**src/rtl/fusion_pkg.sv**
```systemverilog
// fusion_pkg
//   Shared definitions for the fused-instruction expander:
//   - micro-op opcode constants placed in bits [15:12] of expanded beats
//   - fusion-type encodings carried alongside each fused instruction
//   - the expander FSM state enum
package fusion_pkg;

    localparam logic [3:0] OP_LOAD   = 4'h7;
    localparam logic [3:0] OP_STORE  = 4'h6;
    localparam logic [3:0] OP_CUSTOM = 4'hF;

    typedef enum logic [1:0] {
        FUSE_NONE    = 2'd0,
        FUSE_LOAD    = 2'd1,
        FUSE_STORE   = 2'd2,
        FUSE_COMPUTE = 2'd3
    } fuse_type_e;

    typedef enum logic {
        ST_IDLE = 1'b0,
        ST_EMIT = 1'b1
    } exp_state_e;

endpackage

```
**src/rtl/onehot_lsb_pick.sv**
```systemverilog
// onehot_lsb_pick
//   Picks the lowest set bit of a 4-bit mask.
//   Ports:
//     mask   in  4 : mask to examine
//     onehot out 4 : one-hot of the lowest set bit (0 when mask is 0)
//     single out 1 : mask has exactly one bit set
module onehot_lsb_pick (
    input  logic [3:0] mask,
    output logic [3:0] onehot,
    output logic       single
);

    // Two's-complement trick: x & -x isolates the lowest set bit.
    assign onehot = mask & (~mask + 4'd1);

    // Clearing the lowest set bit leaves zero only for a single-bit mask.
    assign single = (mask != 4'd0) && ((mask & (mask - 4'd1)) == 4'd0);

endmodule

```
**src/rtl/fused_op_expander.sv**
```systemverilog
// fused_op_expander
//   Expands one fused instruction into 1-4 ordered micro-ops.
//   Build option: FUSED_OP_STATS_EN enables the expand/uop counters;
//   without it both counter outputs read 0 and no counter flops exist.
//
//   Handshakes: a transfer happens on a rising edge where valid && ready.
//   Valid-side signals (uop, uop_last) hold stable while valid is high and
//   ready is low. in_ready depends only on FSM state.
//
//   Ports:
//     clk, rst_n     : clock, asynchronous active-low reset
//     in_instr[15:0] : fused instruction
//     in_type[1:0]   : fusion type (none/load/store/compute)
//     in_valid/in_ready : input handshake
//     uop[15:0], uop_valid/uop_ready, uop_last : micro-op output handshake
//     expand_count[31:0] : accepted inputs with nonzero type
//     uop_count[31:0]    : completed micro-op handshakes
module fused_op_expander
    import fusion_pkg::*;
(
    input  logic        clk,
    input  logic        rst_n,
    input  logic [15:0] in_instr,
    input  logic [1:0]  in_type,
    input  logic        in_valid,
    output logic        in_ready,
    output logic [15:0] uop,
    output logic        uop_valid,
    input  logic        uop_ready,
    output logic        uop_last,
    output logic [31:0] expand_count,
    output logic [31:0] uop_count
);

    exp_state_e  state, state_nxt;

    logic [15:0] hold_instr;
    fuse_type_e  hold_type;
    logic [3:0]  hold_mask;   // remaining compute-fuse bits
    logic        hold_beat;   // beat index for load/store fuse

    logic [3:0]  pick_onehot;
    logic        pick_single;

    logic [15:0] beat_uop;
    logic        beat_last;
    logic        in_fire;
    logic        uop_fire;

    onehot_lsb_pick u_pick (
        .mask   (hold_mask),
        .onehot (pick_onehot),
        .single (pick_single)
    );

    // Current beat content, derived from the holding register.
    always_comb begin
        beat_uop  = hold_instr;
        beat_last = 1'b1;
        case (hold_type)
            FUSE_NONE: begin
                beat_uop  = hold_instr;
                beat_last = 1'b1;
            end
            FUSE_LOAD: begin
                beat_uop  = hold_beat ? {hold_instr[15:6], 6'b0}
                                      : {OP_LOAD, hold_instr[8:6], 3'b000, hold_instr[5:0]};
                beat_last = hold_beat;
            end
            FUSE_STORE: begin
                beat_uop  = hold_beat ? {OP_STORE, hold_instr[11:9], 3'b000, hold_instr[5:0]}
                                      : {hold_instr[15:6], 6'b0};
                beat_last = hold_beat;
            end
            FUSE_COMPUTE: begin
                // The mask only reaches zero here if it was zero at latch,
                // because the last set bit is never cleared.
                if (hold_mask == 4'd0) begin
                    beat_uop  = hold_instr;
                    beat_last = 1'b1;
                end else begin
                    beat_uop  = {hold_instr[15:10], pick_onehot, hold_instr[5:0]};
                    beat_last = pick_single;
                end
            end
            default: begin
                beat_uop  = hold_instr;
                beat_last = 1'b1;
            end
        endcase
    end

    always_ff @(posedge clk or negedge rst_n) begin
        if (!rst_n) state <= ST_IDLE;
        else        state <= state_nxt;
    end

    always_comb begin
        state_nxt = state;
        in_ready  = 1'b0;
        uop_valid = 1'b0;
        uop       = 16'd0;
        uop_last  = 1'b0;
        case (state)
            ST_IDLE: begin
                in_ready = 1'b1;
                if (in_valid) state_nxt = ST_EMIT;
            end
            ST_EMIT: begin
                uop_valid = 1'b1;
                uop       = beat_uop;
                uop_last  = beat_last;
                if (uop_ready && beat_last) state_nxt = ST_IDLE;
            end
            default: state_nxt = ST_IDLE;
        endcase
    end

    assign in_fire  = in_valid && in_ready;
    assign uop_fire = uop_valid && uop_ready;

    always_ff @(posedge clk or negedge rst_n) begin
        if (!rst_n) begin
            hold_instr <= 16'd0;
            hold_type  <= FUSE_NONE;
            hold_mask  <= 4'd0;
            hold_beat  <= 1'b0;
        end else if (in_fire) begin
            hold_instr <= in_instr;
            hold_type  <= fuse_type_e'(in_type);
            hold_mask  <= in_instr[9:6];
            hold_beat  <= 1'b0;
        end else if (uop_fire && !uop_last) begin
            hold_beat <= 1'b1;
            hold_mask <= hold_mask & ~pick_onehot;
        end
    end

`ifdef FUSED_OP_STATS_EN
    logic [31:0] expand_cnt_q;
    logic [31:0] uop_cnt_q;

    always_ff @(posedge clk or negedge rst_n) begin
        if (!rst_n) begin
            expand_cnt_q <= 32'd0;
            uop_cnt_q    <= 32'd0;
        end else begin
            if (in_fire && (in_type != 2'd0)) expand_cnt_q <= expand_cnt_q + 32'd1;
            if (uop_fire)                     uop_cnt_q    <= uop_cnt_q + 32'd1;
        end
    end

    assign expand_count = expand_cnt_q;
    assign uop_count    = uop_cnt_q;
`else
    assign expand_count = 32'd0;
    assign uop_count    = 32'd0;
`endif

endmodule
```
**config.mk**
```make
export PLATFORM = sky130hd
export DESIGN_NAME = fused_op_expander
export DESIGN_NICKNAME = d
export VERILOG_FILES = /design/src/rtl/fusion_pkg.sv /design/src/rtl/onehot_lsb_pick.sv /design/src/rtl/fused_op_expander.sv
export SDC_FILE = /design/constraint.sdc
export NUM_CORES = 1
export LEC_CHECK = 0
export ABC_CLOCK_PERIOD_IN_PS = 3800
export BUFFER_PORTS_ARGS = -buffer_cell sky130_fd_sc_hd__buf_2
export CAP_MARGIN = 20
export CORE_MARGIN = 2
export CORE_UTILIZATION = 31
export CTS_CLUSTER_SIZE = 24
export DETAILED_ROUTE_END_ITERATION = 12
export PLACE_DENSITY = 0.61
export SYNTH_ARGS = -nofsm -noshare
export SYNTH_HDL_FRONTEND = slang
export SYNTH_SLANG_ARGS = --single-unit
export TNS_END_PERCENT = 20
```
**constraint.sdc**
```tcl
create_clock -name clk -period 3.8 [get_ports clk]
set_input_delay 0 -clock clk [delete_from_list [all_inputs] [get_ports clk]]
set_output_delay 0 -clock clk [all_outputs]
set_load 0.02 [all_outputs]
```
==> metrics.yaml, run 1 <==
status: "completed"
skew_ns: 0.002457
cellLeakagePower_nw: 1.161
cts_setup_buffers: 0
synthDistinctLibCells: 44
drv_slew: 0
dp.final_hpwl_um: 3035
drc: 0
io_buffers: 40
synth_area_leaders: "dfrtp_1, buf_4, nand2_1"
ys_ff_latch: 24
synthArstFlopShare: 1.000
grt.total_usage: 0.1173
grt_pass1_wl_um: 6741
htreeDepth: 1
initial_utilization: 0.3239
drive_gt1_frac: 0.1747
ios: 105
fin_crit_ns: 2.138
cts_resized: 0
yosys_warnings: 0
grt_pass1_vias: 1397
mostFrequentLayoutCells: "conb_1, nand2_1, buf_2, dfrtp_1, dlygate4sd3_1"
setup_ws_ns: 1.662
cp_max_fo: 16
fin_crit_sh: 0.5627
holdPathStages: 3
power.density_nw_per_um2: 763.5
r2r-start: "state"
clk_latency_ns: 0.27
drtPass1Iterations: 4
critPathLaunchType: "flop"
wl_met2_um: 2046
rsz0062_at_grt: "no"
synth_top_area_share: 0.3113
grt_max_degree: 25
die_w_um: 82.89
synth_edf_count: 0
synth_seq_area_share: 0.3113
diodes: 0
ys.flop_type: "dfrtp_1"
drv_cap: 0
reg2reg_slack_ns: 1.85
critPathRequiredTime_ns: 3.80
power_mw: 1.680
min-delay-start: "uop_ready"
hold_path_class: "in2reg"
r2r_end: "hold_mask[1]"
yosysTopAreaCell: "dfrtp_1"
hold_viol_final: 0
cts.sinks: 24
tightestPinTransition_ns: 0.8793
wl_met3_um: 256
finalNetCount: 320
cp.arrival_ns: 2.14
cts_tree: "done"
totalWireLength_um: 4143
highest_layer: "met4"
ant_nets: 0
fp.dieH_um: 82.89
core_um2: 5956
cts_buffers: 3
max_freq_mhz: 467.7
setup_violations: 0
reg2reg_depth: 4
layout_commonest_cell: "conb_1"
endpoint_kind: "output pin"
min_to: "hold_mask[3]"
clkTransAtPathRegs_ns: 0.09
fin_setup_tns_ns: 0
netlist_instances: 239
overflow: 0
irDropWorstVdd_v: 0.0003091
crit_type: "reg2out"
gp_congestion: 0.8440
relSlewSlack: 0.4126
drt_iter0_drc: 91
m1WireLength_um: 1821
wl_per_cell_um: 11.29
root_buffer: "clkbuf_8"
syn_area_um2: 1929
antenna_found_initial: 0
syn_avg_cell_area_um2: 8.073
rows: 28
vias: 1548
place_ws_ns: 1.867
die_area_um2: 6871
cts_buffer_depth: 2
vias_per_cell: 4.218
regArea_um2: 600.6
synthToLayoutAreaGrowth_pct: 14.07
multi_input_area_um2: 1018
nFillCells: 649
layer usage:
| metal | vias up | global-route usage |
|---|---|---|
| met4 | 0 | 0.02235 |
| met2 | 63 | 0.1935 |
| met3 | 2 | 0.02386 |
| met5 | - | 0 |
| met1 | 714 | 0.1598 |
| li1 | 769 | - |
Yosys cell counts (2+ instances only):
cell / number
a32o_1: 3
a211oi_1: 2
o21ai_0: 11
a31oi_1: 2
clkbuf_1: 7
buf_4: 64
nand2_1: 53
mux2i_1: 2
and2_0: 3
a21oi_1: 8
nor3b_1: 4
dfrtp_1: 24
inv_1: 4
nor2_1: 6
and2_1: 7
o221a_2: 2
nor2b_1: 5
nand2b_1: 2
ha_1: 5
cell families (layout without fill, tap and decap cells):
kind of cell,count (synthesis),in the layout,share of synthesized area
AO/OA/AOI/OAI,40,40,0.1414
buffers and inverters,79,69,0.2834
other,1,64,0.001944
adder cells (fa/ha/maj),5,5,0.03243
multiplexers,2,2,0.01038
AND/OR/NAND/NOR,88,88,0.2192
flip-flops,24,24,0.3113
sequential cells by signal, indices dropped and copies added (netlist names):
name,cells
hold_instr,16
hold_mask,4
hold_type,2
hold_beat,1
state,1
critical path: stages (launching register included):
cell and delay [ns]:
dfrtp_1 0.41, inv_1 0.10, ha_1 0.36, or3_1 0.41, a21boi_0 0.14, o221a_2 0.28
buf_2 0.16
timing repair:
item                                    in CTS  in global routing
endpoints found under the setup margin       0                  0
hold buffers                                19                  0
hold endpoints to repair                    44                  0
final cells by class:
type,count,area share
Clock buffer,3,0.01876
Clock inverter,1,0.01364
Inverter,5,0.008528
Multi-Input combinational cell,199,0.4628
Sequential cell,24,0.2729
Tap cell,75,0.04264
Timing Repair Buffer,60,0.1808
how the worst max path moves through the flow:
stage	startpoint	end	slack (ns)	depth (start not counted)
3_5_place_dp	state	hold_mask[1]	1.87	4
6_report	hold_type[1]	uop[13]	1.66	6
5_1_grt	hold_type[1]	uop[1]	1.46	6
3_3_place_gp	state	hold_mask[0]	1.96	4
4_1_cts	hold_type[1]	uop[13]	1.65	6
2_1_floorplan	hold_type[1]	uop[9]	2.09	5
metrics by stage:
step / hold slack, ns / std cells / util / instance area, um2
floorplan: -0.2956 / 302 / - / 2166
global placement: 0.01820 / 344 / 0.3256 / 1939
global route: 0.1671 / 367 / 0.3695 / 2201
finish: 0.1167 / 367 / 0.3695 / 2201
CTS: 0.1207 / 367 / 0.3695 / 2201
detailed placement: 0.02125 / 344 / 0.3256 / 1939
power breakdown:
group          switching [mW]  leakage (nW)  internal (mW)
clock network          0.0859        0.0357          0.141
logic                   0.583         0.828          0.350
registers               0.147         0.297          0.374
total                   0.815          1.16          0.865
(Power assumes the default switching activity.)
==> run 2, diff against run 1 <==
Settings changed: ABC_AREA set to 1, ABC_CLOCK_PERIOD_IN_PS 3800 to 1990.
Clock period 3.8 ns to 1.99 ns, I/O delays scaled along.
==> run 2 against run 1 <==
Via count is 2.1% higher; register-to-register slack worse by 1.5 ns; synthesized area is 2.5% lower; worst setup slack worse by 1.5 ns; critical path depth is 1 higher; total power is 83% higher; critical path type unchanged; critical endpoint is now uop[8].
==> metrics.yaml, run 2 <==
status: "completed"
endpoint_kind: "output pin"
synth_top_area_share: 0.3194
largest_reg_flops: 16
cp_max_fo: 6
drv_cap: 0
tightestPinTransition_ns: 0.5400
core_um2: 5886
drive_gt1_frac: 0.2109
mostFrequentLayoutCells: "nand2_1, conb_1, buf_2, dfrtp_1, dlygate4sd3_1"
rows: 28
die_area_um2: 6705
yosys_warnings: 0
synth_top_cells_by_count: "nand2_1, buf_4, dfrtp_1"
dpl-instance-area_um2: 1926
netlist_instances: 254
relSlewSlack: 0.6400
skew_ns: 0.002369
synth_edf_count: 0
hold_viol_final: 0
cts_buffers: 3
p_clk_frac: 0.091
top_register: "hold_instr"
totalWireLength_um: 4068
cts.sinks: 24
top_regs: "hold_instr: 16 flops, hold_mask: 4 flops, hold_type: 2 flops"
fin_crit_ns: 1.867
overflow: 0
ant_nets: 0
root_buffer: "clkbuf_8"
cp.arrival_ns: 1.87
finalNetCount: 342
cts_buffer_depth: 2
vias: 1580
synth_area_leaders: "dfrtp_1, buf_4, nand2_1"
crit_type: "reg2out"
ys_ff_latch: 24
irDropWorstVdd_v: 0.0003663
die_w_um: 81.89
holdPathStages: 3
synth_most_common_cell: "nand2_1"
hold_path_class: "in2reg"
critPathLaunchType: "flop"
io_buffers: 40
drtPass1Iterations: 4
fp.dieH_um: 81.89
gp_congestion: 0.8219
max_freq_mhz: 535.6
diodes: 0
clkTransAtPathRegs_ns: 0.08
critPathRequiredTime_ns: 1.99
synthToLayoutAreaGrowth_pct: 16.23
cts_setup_buffers: 0
setup_violations: 0
cts_tree: "done"
pwr-share-comb: 0.623
final_cell_area_um2: 2186
synthArstFlopShare: 1.000
grt_max_degree: 25
antenna_found_initial: 0
synthDistinctLibCells: 27
synth_seq_area_share: 0.3194
syn_avg_cell_area_um2: 7.404
reg2reg_depth: 7
p_sw_mw: 1.606
drt_iter0_drc: 59
final_util: 0.3714
grt_pass1_vias: 1418
ios: 105
syn_area_um2: 1881
wl_per_cell_um: 10.48
p_seq_frac: 0.285
htreeDepth: 1
p_int_mw: 1.477
drv_slew: 0
yosysTopAreaCell: "dfrtp_1"
place_inst: 366
switching_share: 0.5210
dp.final_hpwl_um: 2995
grt.total_usage: 0.1268
power.density_nw_per_um2: 1410
vias_per_cell: 4.072
layout.cells.non_filler: 388
drc: 0
cellLeakagePower_nw: 1.217
clk_latency_ns: 0.26
ys.flop_type: "dfrtp_1"
grt_pass1_wl_um: 6548
fin_crit_sh: 0.9382
layout_commonest_cell: "nand2_1"
initial_utilization: 0.3195
## run 2: area by class of cell
type | count | area (um2)
fill | 652 | 3700
multi-input combinational | 202 | 949.7
tap | 75 | 93.84
inverter | 21 | 78.83
sequential | 24 | 601.8
timing repair buffer | 63 | 420.4
clock buffer | 3 | 41.29
## run 2: cells by family (layout without fill, tap and decap cells)
logic type | Yosys count | after routing | share of synthesized area
adder cells (fa/ha/maj) | 5 | 5 | 0.03327
other | 1 | 64 | 0.001994
flip-flops | 24 | 24 | 0.3194
buffers and inverters | 91 | 87 | 0.3160
AND/OR/NAND/NOR | 98 | 98 | 0.2269
AO/OA/AOI/OAI | 35 | 35 | 0.1025
## run 2: metrics by stage
| step | setup slack (ns) | TNS, ns | power [mW] | hold slack [ns] |
|---|---|---|---|---|
| detailed placement | 0.2083 | 0 | 2.718 | 0.02208 |
| CTS | 0.009034 | 0 | 3.074 | 0.01919 |
| global placement | 0.2681 | 0 | 2.694 | 0.02649 |
| floorplan | 0.4163 | 0 | 2.277 | -0.2956 |
| finish | 0.1230 | 0 | 3.083 | 0.02398 |
| global route | -0.007075 | -0.007075 | 3.395 | 0.05808 |
## run 2: worst paths after layout
path                                start              to  slack [ns]
max                          hold_type[0]          uop[8]        0.12
min                              in_valid           state        0.02
max reg2reg                  hold_type[0]    hold_mask[2]        0.39
min reg2reg                hold_instr[14]  hold_instr[14]        0.48
max in group asynchronous           rst_n    hold_type[1]        1.34
min in group asynchronous           rst_n   hold_instr[1]        0.27
## run 2: what timing repair did
item / CTS / global route
resized for setup: 3 / 6
hold buffers: 19 / 0
endpoints found under the hold margin: 43 / 0
setup endpoints to repair: 7 / 15
## run 2: critical path: stages (launching register included)
cell	delay, ns
dfrtp_1	0.42
inv_1	0.17
ha_1	0.28
nand2_1	0.13
o21ai_0	0.19
nand2_1	0.07
a21oi_1	0.16
buf_2	0.19
## run 2: power by group through the flow
stage          clock network, mW  registers, mW  logic [mW]
2_1_floorplan                  0          0.858        1.42
3_3_place_gp                   0          0.879        1.82
3_5_place_dp                   0          0.881        1.84
4_1_cts                    0.293          0.874        1.91
5_1_grt                    0.321          0.916        2.16
6_report                   0.281          0.880        1.92
## run 2: layer usage
| metal | wire length (um) | vias up | track usage | part of all wire |
|---|---|---|---|---|
| li1 | - | 787 | - | - |
| met1 | 1702 | 736 | 0.1611 | 0.42 |
| met2 | 2130 | 53 | 0.2236 | 0.52 |
| met3 | 195 | 4 | 0.01758 | 0.048 |
| met4 | 39 | 0 | 0.03500 | 0.0096 |
| met5 | 0 | - | 0 | 0 |
==> run 3, diff against run 2 <==
==> constraint.sdc (replaced) <==
create_clock -name clk -period 1.99 [get_ports clk]
set_input_delay 0 -clock clk [delete_from_list [all_inputs] [get_ports clk]]
set_output_delay 0 -clock clk [all_outputs]
set_load 0.01 [all_outputs]
==> run 3 against run 2 <==
Register-to-register slack got worse by 0.03 ns; global-route usage fell by 0.18 points; first-iteration DRC count fell by 15%; maximum frequency fell by 2.4%; critical path type unchanged; critical endpoint is now uop[6]; largest cell class unchanged.
==> metrics.yaml, run 3 (synthesis gave the netlist of run 2 again) <==
cts.sinks: 24
grt_pass1_wl_um: 6313
top_regs: "hold_instr: 16 flops, hold_mask: 4 flops, hold_type: 2 flops"
endpoint_kind: "output pin"
grt_pass1_vias: 1315
fin_setup_tns_ns: 0
largest_reg_flops: 16
cts_buffers: 3
htreeDepth: 1
irDropWorstVdd_v: 0.0003959
drt_iter0_drc: 50
power.density_nw_per_um2: 1324
clkTransAtPathRegs_ns: 0.09
io_buffers: 40
cts_buffer_depth: 2
root_buffer: "clkbuf_8"
die_w_um: 81.89
r2r_end: "hold_mask[2]"
cellLeakagePower_nw: 1.208
synthToLayoutAreaGrowth_pct: 15.24
worstPathCellList: "inv_1 -> ha_2 -> inv_2 -> nand2_1 -> a31o_2 -> nand2_1 -> a21oi_1 -> buf_2"
crit_slowest_cell: "dfrtp_2"
cp_common_cell: "nand2_1"
drive_gt1_frac: 0.2026
holdPathStages: 3
gp_congestion: 0.8571
hold_path_class: "in2reg"
whs_ns: 0.02333
diodes: 0
max_stage_delay_ns: 0.45
critPathRequiredTime_ns: 1.99
r2r-start: "state"
reg2reg_slack_ns: 0.36
overflow: 0
relSlewSlack: 0.6291
grt_max_degree: 32
drc: 0
vias_per_cell: 3.979
cts_tree: "done"
mostFrequentLayoutCells: "nand2_1, conb_1, buf_2, dfrtp_1, dlygate4sd3_1"
tightestPinTransition_ns: 0.5563
drtPass1Iterations: 4
fp.dieH_um: 81.89
fin_crit_sh: 0.9614
die_area_um2: 6705
ios: 105
min_to: "state"
ant_nets: 0
layout_commonest_cell: "nand2_1"
fin_crit_ns: 1.913
grt.total_usage: 0.1250
finalNetCount: 339
critPathLaunchType: "flop"
drv_cap: 0
setup_violations: 0
vias: 1536
top_register: "hold_instr"
dp.final_hpwl_um: 2975
min-delay-start: "in_valid"
drv_slew: 0
skew_ns: 0.003304
reg2reg_depth: 7
wl_per_cell_um: 10.81
cts_setup_buffers: 0
antenna_found_initial: 0
totalWireLength_um: 4171
clk_latency_ns: 0.27
hold_viol_final: 0
cp.arrival_ns: 1.91
core_um2: 5886
crit_type: "reg2out"
cp_max_fo: 6
max_freq_mhz: 522.7
rows: 28
initial_utilization: 0.3195
status: "completed"
## run 3: changes by cell type in the layout (fill, tap and decap cells not counted), sizes merged
cell	change
buf	-3
clkbuf	+1
## run 3: how the worst max path moves through the flow
stage | cells past startpoint | startpoint | to | slack (ns)
6_report | 8 | hold_type[1] | uop[6] | 0.08
3_5_place_dp | 7 | hold_type[1] | uop[5] | 0.22
2_1_floorplan | 6 | hold_type[1] | hold_mask[2] | 0.60
3_3_place_gp | 7 | hold_type[1] | uop[5] | 0.27
4_1_cts | 7 | hold_type[1] | uop[5] | -0.05
5_1_grt | 7 | hold_type[1] | uop[14] | -0.03
## run 3: layer usage
layer / vias up / wire length (um) / track usage
met5: - / 0 / 0
met4: 0 / 85 / 0.06167
met3: 7 / 238 / 0.01758
met2: 59 / 2138 / 0.2130
met1: 690 / 1709 / 0.1535
li1: 780 / - / -
## run 3: stage by stage
step                cell area [um2]  power, mW  setup slack [ns]  utilization  instances
global placement               1903      2.439            0.2739       0.3233        363
floorplan                      2117      2.048            0.5962            -        317
detailed placement             1903      2.465            0.2215       0.3233        363
CTS                            2150      2.844          -0.05014       0.3652        386
finish                         2167      2.869           0.07688       0.3682        386
global route                   2167      3.160          -0.02549       0.3682        386
## run 3: report_power, final
part | leakage, nW | internal, mW | switching (mW) | total (mW)
Clock | 0.0288 | 0.177 | 0.164 | 0.341
Combinational | 0.882 | 0.592 | 1.04 | 1.64
Sequential | 0.297 | 0.711 | 0.182 | 0.893
## run 3: final cells by class
type | instances | area, um2
timing repair buffer | 60 | 397.9
fill | 637 | 3719
tap | 75 | 93.84
multi-input combinational | 202 | 939.7
sequential | 24 | 601.8
inverter | 21 | 78.83
clock buffer | 4 | 55.05
## run 3: worst max-delay path, delay by kind of cell (launching register included)
| family | cells | cell delay, ns |
|---|---|---|
| compound gates | 2 | 0.34 |
| fa+ha+maj | 1 | 0.27 |
| buf+inv | 3 | 0.39 |
| flops | 1 | 0.45 |
| simple gates | 2 | 0.19 |
## run 3: what timing repair did
| action | 4_1_cts | 5_1_grt |
|---|---|---|
| resized for setup | 1 | 6 |
| hold endpoints to repair | 43 | 0 |
| endpoints found under the setup margin | 7 | 13 |
| hold buffers | 19 | 0 |
